==> config.mk <==
export PLATFORM = sky130hd
export DESIGN_NAME = hc595_chain_display_driver
export DESIGN_NICKNAME = d
export VERILOG_FILES = /design/src/rtl/hc595_chain_display_driver.sv
export SDC_FILE = /design/constraint.sdc
export NUM_CORES = 1
export LEC_CHECK = 0
export CORE_AREA = 2 2 121 123
export DETAILED_ROUTE_END_ITERATION = 16
export DIE_AREA = 0 0 123 125
export DONT_BUFFER_PORTS = 1
export PLACE_DENSITY = 0.48
export SLEW_MARGIN = 30
export SYNTH_ARGS = -nofsm -noshare
export SYNTH_HDL_FRONTEND = slang
export SYNTH_SLANG_ARGS = --single-unit
==> constraint.sdc <==
create_clock -name CLK -period 5.3 [get_ports CLK]
set_clock_uncertainty 0.15 [all_clocks]
set_input_delay 1.06 -clock CLK [delete_from_list [all_inputs] [get_ports CLK]]
set_output_delay 1.06 -clock CLK [all_outputs]
set_load 0.01 [all_outputs]
==> src/rtl/hc595_chain_display_driver.sv <==
// Serialises NUM_DIGITS seven-segment bytes into a chain of 74HC595 registers
// and latches them together with a single RCLK pulse.
module hc595_chain_display_driver #(
   parameter int NUM_DIGITS   = 4,
   parameter int CLK_DIV      = 4,
   parameter int COMMON_ANODE = 0
) (
   input  logic                      CLK,
   input  logic                      RST,
   input  logic                      start,
   input  logic [4*NUM_DIGITS-1:0]   digits,
   input  logic [NUM_DIGITS-1:0]     dp,
   input  logic                      blank,
   output logic                      busy,
   output logic                      done,
   output logic                      SER,
   output logic                      SRCLK,
   output logic                      RCLK,
   output logic                      SRCLRbar,
   output logic                      OEbar
);

   localparam int NBITS = 8 * NUM_DIGITS;
   localparam int DIV_W = $clog2(2 * CLK_DIV + 1);
   localparam int BIT_W = $clog2(NBITS + 1);

   localparam logic [DIV_W-1:0] DIV_LAST   = DIV_W'(CLK_DIV - 1);
   localparam logic [DIV_W-1:0] DIV_HALF   = DIV_W'(CLK_DIV);
   localparam logic [DIV_W-1:0] LATCH_LAST = DIV_W'(2 * CLK_DIV - 1);
   localparam logic [BIT_W-1:0] BIT_LAST   = BIT_W'(NBITS - 1);

   typedef enum logic [2:0] {
      S_IDLE,
      S_LOAD,
      S_SHIFT_LO,
      S_SHIFT_HI,
      S_LATCH,
      S_DONE
   } state_t;

   state_t                    r_state;
   state_t                    w_state_next;
   logic [DIV_W-1:0]          r_div;
   logic [DIV_W-1:0]          w_div_next;
   logic [BIT_W-1:0]          r_bit;
   logic [BIT_W-1:0]          w_bit_next;
   logic [NBITS-1:0]          r_frame;
   logic [NBITS-1:0]          w_frame_next;
   logic [NBITS-1:0]          w_enc_frame;
   logic [4*NUM_DIGITS-1:0]   r_dig_cap;
   logic [NUM_DIGITS-1:0]     r_dp_cap;
   logic                      w_capture;

   logic r_ser, r_srclk, r_rclk, r_busy, r_done, r_srclr_n, r_oe_n;
   logic w_ser_next, w_srclk_next, w_rclk_next, w_busy_next, w_done_next;

   // Segment byte: bit7=a .. bit1=g, bit0=dp; common-anode parts take the complement.
   function automatic logic [7:0] seg_encode(input logic [3:0] v, input logic d);
      logic [7:0] seg;
      case (v)
         4'h0:    seg = 8'hFC;
         4'h1:    seg = 8'h60;
         4'h2:    seg = 8'hDA;
         4'h3:    seg = 8'hF2;
         4'h4:    seg = 8'h66;
         4'h5:    seg = 8'hB6;
         4'h6:    seg = 8'hBE;
         4'h7:    seg = 8'hE0;
         4'h8:    seg = 8'hFE;
         4'h9:    seg = 8'hE6;
         4'hA:    seg = 8'hEE;
         4'hB:    seg = 8'h3E;
         4'hC:    seg = 8'h9C;
         4'hD:    seg = 8'h7A;
         4'hE:    seg = 8'h9E;
         default: seg = 8'h8E;
      endcase
      seg[0] = seg[0] | d;
      if (COMMON_ANODE != 0) begin
         seg = ~seg;
      end
      return seg;
   endfunction

   // Digit N-1 lands in the top byte so it leaves the shifter first.
   always_comb begin
      w_enc_frame = '0;
      for (int i = 0; i < NUM_DIGITS; i++) begin
         w_enc_frame[8*i +: 8] = seg_encode(r_dig_cap[4*i +: 4], r_dp_cap[i]);
      end
   end

   always_ff @(posedge CLK) begin
      if (RST) begin
         r_state <= S_IDLE;
      end else begin
         r_state <= w_state_next;
      end
   end

   always_comb begin
      w_state_next = r_state;
      w_div_next   = '0;
      w_bit_next   = r_bit;
      w_frame_next = r_frame;
      w_capture    = 1'b0;
      case (r_state)
         S_IDLE: begin
            if (start) begin
               w_capture    = 1'b1;
               w_state_next = S_LOAD;
            end
         end
         S_LOAD: begin
            w_frame_next = w_enc_frame;
            w_bit_next   = '0;
            w_state_next = S_SHIFT_LO;
         end
         S_SHIFT_LO: begin
            if (r_div == DIV_LAST) begin
               w_state_next = S_SHIFT_HI;
            end else begin
               w_div_next = r_div + 1'b1;
            end
         end
         S_SHIFT_HI: begin
            if (r_div == DIV_LAST) begin
               w_bit_next   = r_bit + 1'b1;
               w_frame_next = {r_frame[NBITS-2:0], 1'b0};
               w_state_next = (r_bit == BIT_LAST) ? S_LATCH : S_SHIFT_LO;
            end else begin
               w_div_next = r_div + 1'b1;
            end
         end
         S_LATCH: begin
            if (r_div == LATCH_LAST) begin
               w_state_next = S_DONE;
            end else begin
               w_div_next = r_div + 1'b1;
            end
         end
         S_DONE: begin
            w_state_next = S_IDLE;
         end
         default: begin
            w_state_next = S_IDLE;
         end
      endcase

      // Pin values are decoded from the next state and registered, so the
      // 595 clocks come straight from flops and cannot glitch.
      w_srclk_next = (w_state_next == S_SHIFT_HI);
      w_rclk_next  = (w_state_next == S_LATCH) && (w_div_next < DIV_HALF);
      w_ser_next   = ((w_state_next == S_SHIFT_LO) || (w_state_next == S_SHIFT_HI))
                     && w_frame_next[NBITS-1];
      w_busy_next  = (w_state_next == S_LOAD) || (w_state_next == S_SHIFT_LO)
                     || (w_state_next == S_SHIFT_HI) || (w_state_next == S_LATCH);
      w_done_next  = (w_state_next == S_DONE);
   end

   always_ff @(posedge CLK) begin
      if (RST) begin
         r_div     <= '0;
         r_bit     <= '0;
         r_ser     <= 1'b0;
         r_srclk   <= 1'b0;
         r_rclk    <= 1'b0;
         r_busy    <= 1'b0;
         r_done    <= 1'b0;
         r_srclr_n <= 1'b0;
         r_oe_n    <= 1'b1;
      end else begin
         r_div     <= w_div_next;
         r_bit     <= w_bit_next;
         r_ser     <= w_ser_next;
         r_srclk   <= w_srclk_next;
         r_rclk    <= w_rclk_next;
         r_busy    <= w_busy_next;
         r_done    <= w_done_next;
         r_srclr_n <= 1'b1;
         r_oe_n    <= blank;
      end
   end

   always_ff @(posedge CLK) begin
      r_frame <= w_frame_next;
      if (w_capture) begin
         r_dig_cap <= digits;
         r_dp_cap  <= dp;
      end
   end

   assign SER      = r_ser;
   assign SRCLK    = r_srclk;
   assign RCLK     = r_rclk;
   assign busy     = r_busy;
   assign done     = r_done;
   assign SRCLRbar = r_srclr_n;
   assign OEbar    = r_oe_n;

endmodule

### Word-level counts from Yosys, hierarchy flattened

Memories as Yosys holds them, arrays and structs flattened. A register that Yosys moved wholly into a read port is not among the register bits.
Index checks and enable logic that the tools add are counted.

| cells by class | value |
|---|---|
| $add $sub $neg | 2 |
| multiply operators | 0 |
| divide/modulo/power cells | 0 |
| order comparisons | 1 |
| eq/ne operators | 13 |
| shifts and indexed selects | 0 |
| mux-type cells | 20 |
| bitwise gates (word level) | 4 |
| reduce and logical (&&, ||, !) cells | 10 |

Operator list:

| operator | number |
|---|---|
| case mux 32 bit (2 select lines) | 1 |
| two-way mux 32 bit | 1 |
| two-way mux 4 bit | 6 |
| two-way mux 3 bit | 5 |
| case mux 3 bit (5 select lines) | 1 |
| equality test 3 x 2 -> 1 bit, second input constant | 4 |
| case mux 6 bit (2 select lines) | 1 |
| equality test 3 bit, second input constant | 3 |
| case mux 4 bit (2 select lines) | 1 |
| adder 6 x 1 -> 6 bit, second input constant | 1 |
| equality test 3 x 1 -> 1 bit, second input constant | 2 |
| equality test 6 x 5 -> 1 bit, second input constant | 1 |
| two-way mux 6 bit | 1 |
| adder 4 x 1 -> 4 bit, second input constant | 1 |
| equality test 4 x 2 -> 1 bit, second input constant | 1 |
| equality test 4 x 3 -> 1 bit, second input constant | 1 |
| logical OR 1 bit | 4 |
| < comparator 4 x 3 -> 1 bit, second input constant | 1 |
| bitwise OR 1 bit, first input constant | 4 |
| logical NOT 3 bit | 1 |
| two-way mux 1 bit | 3 |
| logical AND 1 bit | 2 |
| inequality test 2 bit, second input constant | 1 |
| AND reduction 2 bit | 1 |
| 2 further kinds | 2 |

| word-level totals | value |
|---|---|
| register bits | 72 |
| latch bits | 0 |
| RAM bits | 0 |
| memory bits (read-only) | 448 |
| input port bits | 24 |
| output and inout bits | 7 |
| word-level logic and storage cells | 68 |
| memories kept | 4 |

Memories:

| name | depth | width | read ports | clocked after Yosys merged registers in | wr ports | line | text |
|---|---|---|---|---|---|---|---|
| (no name shown) | 16 | 7 | 1 | 1 | 0 | 60 | `case (v)` |
| (no name shown) | 16 | 7 | 1 | 1 | 0 | 60 |  |
| (no name shown) | 16 | 7 | 1 | 1 | 0 | 60 |  |
| (no name shown) | 16 | 7 | 1 | 1 | 0 | 60 |  |

### Longest topological paths before layout

Gate-level depths: netlist of run 1.

| logic depth | value |
|---|---|
| depth in word-level cells | 8 |
| depth in mapped cells | 10 |
| mapped depth without buffers | 7 |

### Worst setup path before layout of run 1

OpenSTA, ideal clock, no wires.

| path | value |
|---|---|
| path kind | input to register |
| start | in start |
| end | reg w_enc_frame[28] (netlist name) |
| setup time | 0.079 ns |
| data arrival time | 3.212 ns |
| required time | 5.071 ns |
| setup slack | 1.858 ns |
| stages on the path | 9 |
| path buffers | 2 |
| cell sequence | nor4b_4 -> buf_6 -> buf_12 -> mux2i_1 -> inv_1 -> ha_1 -> nand2b_1 -> mux2_2 -> a22oi_1 |

| between the ends | value |
|---|---|
| longest elaborated chain between the ends | 3 |

Ends and longest elaborated chain:

| element | line | text |
|---|---|---|
| start, declared | 10 | `input logic start,` |
| two-way mux 1 bit | 109 | `if (start) begin` |
| two-way mux 1 bit | 107 | `case (r_state)` |
| via w_capture | 52 | `logic w_capture;` |
| two-way mux 4 bit (no source line) | -- |  |

The timed path passes the listed nets, and every way through them passes these cells.
A chain may end at the register's enable or synchronous reset.

### Worst setup path after layout of run 1

| path | value |
|---|---|
| start | in start |
| end | reg w_enc_frame[12] (netlist name) |

| between the ends | value |
|---|---|
| longest elaborated chain between the ends | 3 |

Ends and longest elaborated chain:

| element | line |
|---|---|
| two-way mux 1 bit | 109 |
| two-way mux 1 bit | 107 |
| two-way mux 4 bit (no source line) | -- |

No other way between the ends.

==> results.tsv, run 1 <==
stage	metric	value	unit
status	status	finished, final reports clean	
route	avgRoutedWirePerCell	14.83	um
worst_setup_path	critical_path.max_stage_delay	0.59	ns
worst_setup_path	rr_worst_depth	7	
logic_synthesis	synth_compound_area_share	13.34	%
global_route	grt_pass1_vias	2662	
clocking	cts.hold.buffers_added	0	
worst_setup_path	r2r-end	w_enc_frame[12]	
timing	finalSetupTns	0	ns
pwr	combinationalPowerShare	14.2	%
logic_synthesis	synth_edf_count	51	
clocking	cts_tree	done	
logic_synthesis	synth_mux_area_share	10.16	%
global_route	grt_pass1_wl	13810	um
die	die-area	15380	um2
pwr	switchingPower	0.0004547	W
timing	min_period_over_period	66.20	%
pwr	pwr-share-clk	36.7	%
timing	rsz0062_at_grt	false	
route	wirelength	8275	um
worst_setup_path	crit_family	multiplexers	
placed_design	gp_congestion	0.7474	
placed_design	place_area	4800	um2
route	vias	2751	
worst_setup_path	worstPathArrival	3.57	ns
worst_setup_path	slowest_stage	mux2i_1	
die	core-area	14200	um2
logic_synthesis	async_flop_share	0	%
timing	fin_crit	3.509	ns
logic_synthesis	synth_top_family_by_area	compound AO/OA/AOI/OAI gates	
die	die_w	123	um
logic_synthesis	postSynthCellCount	367	
pwr	p_int	0.001431	W
pwr	leakagePower	1.967	nW
clocking	clkTransAtPathRegs	0.06	ns
finish	finalNetCount	423	
worst_setup_path	critical_path.endpoint	w_enc_frame[12]	
clocking	cts_made_buffers	9	
clocking	htreeDepth	3	
timing	tightest_slew	0.8852	ns
timing	max_clock_freq	285.0	MHz
worst_setup_path	cp-end-kind	flop	
die	num_io_pins	31	
logic_synthesis	ys_ff_latch	100	
worst_setup_path	cpMostUsedCell	mux2i_1	
logic_synthesis	synth_xor_area_share	1.525	%
timing	slew_viol_final	0	
worst_setup_path	worstPathMaxFanout	20	
route	drc_errors	0	
global_route	grt_antenna_before_repair	0	
logic_synthesis	syn_nets	421	
clocking	cts_sinks	100	
pwr	p_per_area	367.7	nW/um2
global_route	grt_usage	11.44	%
clocking	root_buffer	clkbuf_16	
flow_run	drv_cap	0	
pwr	pwr-share-seq	49.1	%
worst_setup_path	path_cells	nor4b_4 > buf_4 > mux2i_1 > inv_1 > ha_1 > mux2i_1 > o211ai_1	
min_path	worst_hold_path_type	flop to flop	
finish	area_delta_synth_final	11.60	%
finish	final_area	5127	um2
pwr	power	0.001885	W
global_route	grt_remaining_overflow	0	
die	row_count	44	
placed_design	portBuffers	0	
logic_synthesis	synthAdderAreaFrac	8.170	%
logic_synthesis	ys_warn_count	0	
route	vias_per_cell	4.930	
clocking	cts-resized-gates	0	
timing	slew_headroom	40.85	%
logic_synthesis	ys.flop_type	edfxtp_1	
placed_design	dp_hpwl	5506	um
worst_setup_path	critPathRequiredTime	5.36	ns
worst_setup_path	path_class	primary input to flop	
finish	antennaDiodeCount	0	
worst_setup_path	critPathBufInv	2	
clocking	clockBufferDepth	2	
route	drtIter0Drc	222	
logic_synthesis	synth-simple-area-share	8.497	%
clocking	cts_setup_buffers	0	
pwr	max-vdd-ir-drop	0.0001501	V
worst_setup_path	r2r_slack	1.91	ns
die	start_util	32.35	%
logic_synthesis	yosysSeqAreaShare	54.68	%
route	first_pass_iters	4	
worst_setup_path	startpoint	start	
worst_setup_path	cp.depth	7	
worst_setup_path	r2r-start	r_state[1]	
finish	drive_gt1_share	10.70	%
worst_setup_path	startpoint_type	primary input	
global_route	grt_max_degree	36	
timing	hold_violations	0	
die	fp.dieH	125	um
timing	setup-violations-final	0	
logic_synthesis	synth_area	4594	um2
logic_synthesis	synth.distinct_cells	44	
clocking	clk_latency	0.34	ns
pwr	p_sw_share	24.12	%
route	antenna_left	0	
logic_synthesis	synth_area_per_cell	12.52	um2
worst min path at each step:
stage,start,to,depth (start not counted)
detailed placement,r_div[0],r_div[0],1
CTS,r_div[0],r_div[0],1
finish,r_div[0],r_div[0],1
floorplan,r_div[0],r_div[0],1
global placement,r_div[0],r_div[0],1
global route,r_div[0],r_div[0],1
routing by layer:
metal | up-vias | routed length (um) | track usage [%]
met4 | 0 | 80 | 3.008
met3 | 6 | 310 | 3.695
li1 | 1387 | - | -
met5 | - | 0 | 0
met1 | 1315 | 4153 | 15.83
met2 | 43 | 3729 | 17.26
layout make-up:
cell class / count / area, um2
fillers: 1410 / 9076
flip-flops and latches: 100 / 2512
multi-input cells: 232 / 1933
clock buffers: 14 / 317.8
well taps: 184 / 230.2
inverters: 19 / 71.32
repair buffers: 7 / 52.55
clock inverters: 2 / 10.01
cells by family after synthesis:
family	after synthesis
fa+ha+maj	30
flops	100
xor+xnor	8
simple gates	71
compound gates	78
buf+inv	35
mux	45
sequential cells by signal, indices dropped and copies added, names as in the netlist, 3 cells and up:
| name | flops |
|---|---|
| r_div | 4 |
| r_bit | 6 |
| r_dig_cap | 16 |
| r_state | 3 |
| w_enc_frame | 28 |
| r_frame | 32 |
| r_dp_cap | 4 |
cell usage in the layout (no fill, tap or decap), types with 7 or more instances in the layout:
cell type / count
inv_1: 19
nor2_1: 19
dfxtp_1: 49
edfxtp_1: 51
nand3_1: 10
mux2_2: 10
a21oi_1: 8
ha_1: 30
xnor2_1: 8
mux2i_1: 33
nor3_1: 13
a22oi_1: 12
clkbuf_16: 12
or3_1: 7
buf_4: 7
o211ai_1: 8
a22o_1: 30
stage by stage:
step | worst slack (ns) | std cells | hold slack (ns) | util (%)
3_5_place_dp | 1.392 | 542 | 0.3058 | 33.79
4_1_cts | 1.752 | 558 | 0.3156 | 36.10
6_report | 1.791 | 558 | 0.3059 | 36.10
3_3_place_gp | 1.542 | 542 | 0.2901 | 33.77
5_1_grt | 1.559 | 558 | 0.3437 | 36.10
2_1_floorplan | 1.858 | 367 | 0.2787 | -
cells in the mapped netlist, drive strengths merged (2+ instances only):
cell / number / area [um2]
nor2: 20 / 75.07
a21oi: 8 / 40.04
a21boi: 3 / 22.52
mux2i: 35 / 354.1
nor4b: 2 / 32.53
or3: 7 / 43.79
nand2: 2 / 7.510
nand2b: 3 / 18.77
edfxtp: 51 / 1531
o211ai: 8 / 60.06
nand3: 10 / 50.05
nor3b: 2 / 15.01
a211oi: 2 / 15.01
clkbuf: 10 / 37.54
mux2: 10 / 112.6
a211o: 2 / 17.52
xnor2: 8 / 70.07
nor2b: 2 / 12.51
dfxtp: 49 / 980.9
a31oi: 4 / 25.02
ha: 30 / 375.4
nor4: 3 / 18.77
o21ai: 3 / 15.01
a22oi: 13 / 102.6
buf: 6 / 57.55
a22o: 30 / 262.8
nor3: 14 / 75.07
and3: 2 / 12.51
inv: 19 / 71.32
power groups by stage:
stage	Sequential, W	Combinational (W)	Clock [W]
2_1_floorplan	0.000931	0.000223	0
3_3_place_gp	0.000943	0.000265	0
3_5_place_dp	0.000942	0.000269	0
4_1_cts	0.000926	0.000270	0.000717
5_1_grt	0.000933	0.000302	0.000747
6_report	0.000926	0.000267	0.000693
Power figures use the tool's default switching activity.
==> run 2: changes to the inputs <==
Settings changed: PLACE_DENSITY 0.48 to 0.49.
Clock period 5.3 ns to 3 ns, I/O delays scaled along.
==> results.tsv, run 2 (synthesis gave the netlist of run 1 again) <==
stage	metric	value	unit	change
worst_setup_path	crit_family	multiplexers		
timing	slew_headroom	55.25	%	+14 points
route	avgRoutedWirePerCell	14.56	um	-1.8%
die	fp.dieH	125	um	unchanged
finish	antennaDiodeCount	0		unchanged
finish	fillCellCount	1377		-2.3%
route	drtIter0Drc	175		-21%
route	drc_errors	0		unchanged
placed_design	dp.cells	553		+2.0%
finish	drive_gt1_share	12.99	%	+2.3 points
placed_design	dp_hpwl	5460	um	-0.84%
finish	area_delta_synth_final	12.15	%	
timing	rsz0062_at_grt	false		
placed_design	portBuffers	0		unchanged
clocking	clkTransAtPathRegs	0.07	ns	about the same
flow_run	drv_cap	0		unchanged
global_route	grt_remaining_overflow	0		unchanged
die	start_util	32.35	%	unchanged
min_path	worst_hold_path_type	primary input to flop		
route	first_pass_iters	4		unchanged
global_route	grt_pass1_wl	13990	um	+1.3%
finish	regMostFlops	r_frame		
pwr	p_per_area	617.6	nW/um2	+68%
route	vias	2749		-0.073%
pwr	leakagePower	1.994	nW	+1.4%
global_route	grt_max_degree	35		-2.8%
finish	largest_reg_flops	32		unchanged
placed_design	gp_congestion	0.7397		-1.0%
clocking	htreeDepth	3		unchanged
worst_setup_path	critical_path.max_stage_delay	0.51	ns	-0.08 ns
finish	finalNetCount	434		+2.6%
route	wirelength	8284	um	+0.11%
finish	post-route-util	36.28	%	+0.18 points
clocking	cts_made_buffers	9		unchanged
worst_setup_path	path_class	flop to flop		
clocking	cts_tree	done		
die	num_io_pins	31		unchanged
worst_setup_path	worstPathMaxFanout	34		+70%
clocking	clk_latency	0.35	ns	about the same
clocking	cts-resized-gates	0		unchanged
worst_setup_path	path_cells	nor4b_4 > buf_12 > mux2i_1 > ha_1 > mux2_2 > a22oi_1		
worst_setup_path	critPathBufInv	1		-1
worst_setup_path	slowest_stage	mux2i_1		
timing	hold_violations	0		unchanged
die	core-area	14200	um2	unchanged
finish	mostFrequentLayoutCells	edfxtp_1, dfxtp_1, mux2i_1		
status	status	finished, final reports clean		
finish	multi_input_area	1924	um2	-0.45%
clocking	clockBufferDepth	2		unchanged
die	row_count	44		unchanged
clocking	cts.hold.buffers_added	0		unchanged
timing	whs	0.1633	ns	-0.1426 ns
timing	setup-violations-final	0		unchanged
timing	fin_crit	2.680	ns	
timing	fin_ws	0.3196	ns	-1.472 ns
die	die-area	15380	um2	unchanged
clocking	cts_setup_buffers	0		unchanged
clocking	root_buffer	clkbuf_16		
worst_setup_path	critPathRequiredTime	3.11	ns	-2.25 ns
worst_setup_path	cp-end-kind	flop		
timing	min_period_over_period	89.35	%	
timing	slew_viol_final	0		unchanged
pwr	max-vdd-ir-drop	0.0002602	V	+73%
die	die_w	123	um	unchanged
finish	final_common_cell	edfxtp_1		
global_route	grt_pass1_vias	2811		+5.6%
global_route	grt_usage	11.69	%	+0.25 points
timing	max_clock_freq	373.1	MHz	
timing	tightest_slew	0.6526	ns	-0.2326 ns
timing	finalSetupTns	0	ns	unchanged
clocking	cts_sinks	100		unchanged
worst_setup_path	startpoint_type	flop		
route	vias_per_cell	4.831		-2.0%
global_route	grt_antenna_before_repair	0		unchanged
finish	fin_cells	569		+2.0%
route	antenna_left	0		unchanged
finish	regArea	2512	um2	unchanged
placed_design	dp_slack	0.2781	ns	-1.114 ns
worst_setup_path	worstPathArrival	2.79	ns	-0.78 ns
[run 2: cell count changes in the layout (fill, tap and decap cells not counted), sizes merged]
cell / change
clkinvlp: +1
clkbuf: -5
inv: +2
buf: +11
clkinv: +2
[run 2: worst paths after layout]
| check | endpoint | start | slack (ns) | cells past startpoint |
|---|---|---|---|---|
| hold / removal | r_state[0] | RST | 0.16 | 1 |
| hold reg to reg | r_div[0] | r_div[0] | 0.31 | 1 |
| setup reg to reg | w_enc_frame[28] | r_state[1] | 0.32 | 6 |
| setup / recovery | w_enc_frame[28] | r_state[1] | 0.32 | 6 |
[run 2: power by group]
group / internal, W / switching (W)
logic: 0.000226 / 0.000269
clock network: 0.000558 / 0.000494
registers: 0.00159 / 0.0000479
total: 0.00237 / 0.000811
[run 2: worst reg2reg max path, stage by stage, from the launching register on]
cell and delay (ns):
dfxtp_1 0.43, nor4b_4 0.38, buf_12 0.27, mux2i_1 0.54, ha_1 0.40, mux2_2 0.29, a22oi_1 0.14
[run 2: per-stage QoR]
| step | power, W | cell area (um2) |
|---|---|---|
| floorplan | 0.002039 | 4594 |
| global placement | 0.002159 | 4886 |
| detailed placement | 0.002168 | 4886 |
| CTS | 0.003248 | 5152 |
| global route | 0.003369 | 5152 |
| finish | 0.003182 | 5152 |
[run 2: cell type report]
cell class | count | area share, %
clock buffers | 9 | 4.371
clock inverters | 7 | 0.8014
inverters | 19 | 1.384
multi-input cells | 232 | 37.35
flip-flops and latches | 100 | 48.76
well taps | 184 | 4.468
repair buffers | 18 | 2.865
[run 2: metal layers]
| layer | wire length, um | track usage, % |
|---|---|---|
| met1 | 4054 | 15.52 |
| met2 | 3789 | 17.71 |
| met3 | 306 | 3.650 |
| met4 | 135 | 4.612 |
| met5 | 0 | 0 |
==> run 3: changes to the inputs <==
Settings changed: PLACE_DENSITY 0.49 to not set.
==> results.tsv, run 3 (synthesis gave the netlist of run 1 again) <==
stage	metric	value	unit	change
status	status	finished, final reports clean		
worst_setup_path	worstPathArrival	2.77	ns	-0.02 ns
global_route	gr-usage-met3	3.376	%	-0.27 points
finish	final_area	5169	um2	+0.32%
finish	drive_gt1_share	12.53	%	-0.45 points
route	avgRoutedWirePerCell	14.26	um	-2.1%
pwr	p_per_area	631.3	nW/um2	+2.2%
global_route	grtUsageMet1	13.82	%	-1.7 points
die	num_io_pins	31		unchanged
placed_design	portBuffers	0		unchanged
finish	mostFrequentLayoutCells	edfxtp_1, dfxtp_1, mux2i_1		
timing	tightest_slew	0.6315	ns	-0.02110 ns
clocking	root_buffer	clkbuf_16		
worst_setup_path	startpoint_type	flop		
global_route	grt_pass1_vias	2738		-2.6%
timing	max_clock_freq	375.2	MHz	+0.56%
clocking	htreeDepth	3		unchanged
timing	fin_crit	2.665	ns	-0.01488 ns
finish	largest_reg_flops	32		unchanged
worst_setup_path	startpoint	r_state[1]		
finish	final_common_cell	edfxtp_1		
timing	slew_viol_final	0		unchanged
clocking	cts-resized-gates	0		unchanged
route	wirelength	8084	um	-2.4%
global_route	grt_remaining_overflow	0		unchanged
clocking	cts_made_buffers	9		unchanged
clocking	clk_latency	0.34	ns	about the same
placed_design	place_area	4871	um2	-0.31%
timing	finalSetupTns	0	ns	unchanged
route	vias	2826		+2.8%
die	fp.dieH	125	um	unchanged
route	drtIter0Drc	194		+11%
global_route	grt_util_met2	18.00	%	+0.29 points
worst_setup_path	r2r-start	r_state[1]		
global_route	grt_max_degree	37		+5.7%
die	die-area	15380	um2	unchanged
worst_setup_path	worstPathMaxFanout	36		+5.9%
global_route	grt_busiest_layer	met2		
global_route	grt_antenna_before_repair	0		unchanged
min_path	worst_hold_path_type	primary input to flop		
clocking	cts_sinks	100		unchanged
die	core-area	14200	um2	unchanged
timing	setup-violations-final	0		unchanged
placed_design	gp_congestion	0.7748		+4.7%
worst_setup_path	critPathRequiredTime	3.11	ns	about the same
route	vias_per_cell	4.984		+3.2%
timing	rsz0062_at_grt	false		
placed_design	dp_hpwl	5486	um	+0.47%
finish	finalNetCount	432		-0.46%
pwr	max-vdd-ir-drop	0.0002789	V	+7.2%
route	first_pass_iters	4		unchanged
worst_setup_path	path_class	flop to flop		
timing	min_period_over_period	88.85	%	-0.50 points
global_route	grt_pass1_wl	13390	um	-4.3%
die	die_w	123	um	unchanged
pwr	leakagePower	2.002	nW	+0.38%
clocking	cts_tree	done		
min_path	min_from	RST		
global_route	grt_usage	11.05	%	-0.65 points
finish	area_delta_synth_final	12.50	%	
timing	hold_violations	0		unchanged
clocking	cts_setup_buffers	0		unchanged
clocking	clkTransAtPathRegs	0.07	ns	about the same
die	row_count	44		unchanged
die	start_util	32.35	%	unchanged
flow_run	drv_cap	0		unchanged
finish	antennaDiodeCount	0		unchanged
clocking	cts.hold.buffers_added	0		unchanged
worst_setup_path	cp-end-kind	flop		
finish	regMostFlops	r_frame		
clocking	clockBufferDepth	2		unchanged
route	drc_errors	0		unchanged
timing	slew_headroom	56.69	%	+1.4 points
route	antenna_left	0		unchanged
[run 3: changes by cell type in the layout (fill, tap and decap cells not counted)]
cell | before | now
clkbuf_8 | 0 | 2
clkbuf_1 | 0 | 1
buf_4 | 17 | 15
clkinv_2 | 3 | 2
inv_6 | 1 | 0
clkinvlp_4 | 1 | 0
clkbuf_16 | 9 | 10
clkinv_1 | 1 | 0
[run 3: critical path: stages, from the launching register on]
cell,delay [ns]
dfxtp_1,0.44
nor4b_4,0.37
buf_12,0.28
mux2i_1,0.50
ha_1,0.40
mux2_2,0.29
a22oi_1,0.15
[run 3: path summary, 6_finish.rpt]
path,endpoint,slack (ns),depth (start not counted)
worst max-delay path,w_enc_frame[28],0.33,6
worst min-delay path,r_state[0],0.18,1
worst max register to register,w_enc_frame[28],0.33,6
worst min register to register,r_div[0],0.31,1
[run 3: per-layer routing]
layer,vias to the layer above,share of wire [%]
met5,-,0
met4,0,1.0
met3,7,4.0
met2,56,49
met1,1364,46
li1,1399,-
[run 3: metrics by stage]
stage,utilization [%],total power (W),hold slack (ns),std cells,worst slack (ns)
6_report,36.39,0.003263,0.1803,567,0.3345
5_1_grt,36.39,0.003429,0.1692,567,0.1589
4_1_cts,36.39,0.003307,0.1630,567,0.3233
3_5_place_dp,34.29,0.002161,0.3009,551,0.3104
3_3_place_gp,34.29,0.002140,0.2894,551,0.3568
2_1_floorplan,-,0.002039,0.2787,367,0.01831
[run 3: power by group]
| part | switching, W | leakage, nW | internal [W] |
|---|---|---|---|
| logic | 0.000269 | 0.955 | 0.000224 |
| registers | 0.0000475 | 0.895 | 0.00159 |
| clock network | 0.000478 | 0.151 | 0.000656 |
[run 3: area by class of cell]
class,instances,area (um2)
fillers,1391,9035
repair buffers,16,132.6
clock inverters,3,16.27
flip-flops and latches,100,2512
well taps,184,230.2
clock buffers,13,281.5
multi-input cells,232,1924
inverters,19,71.32
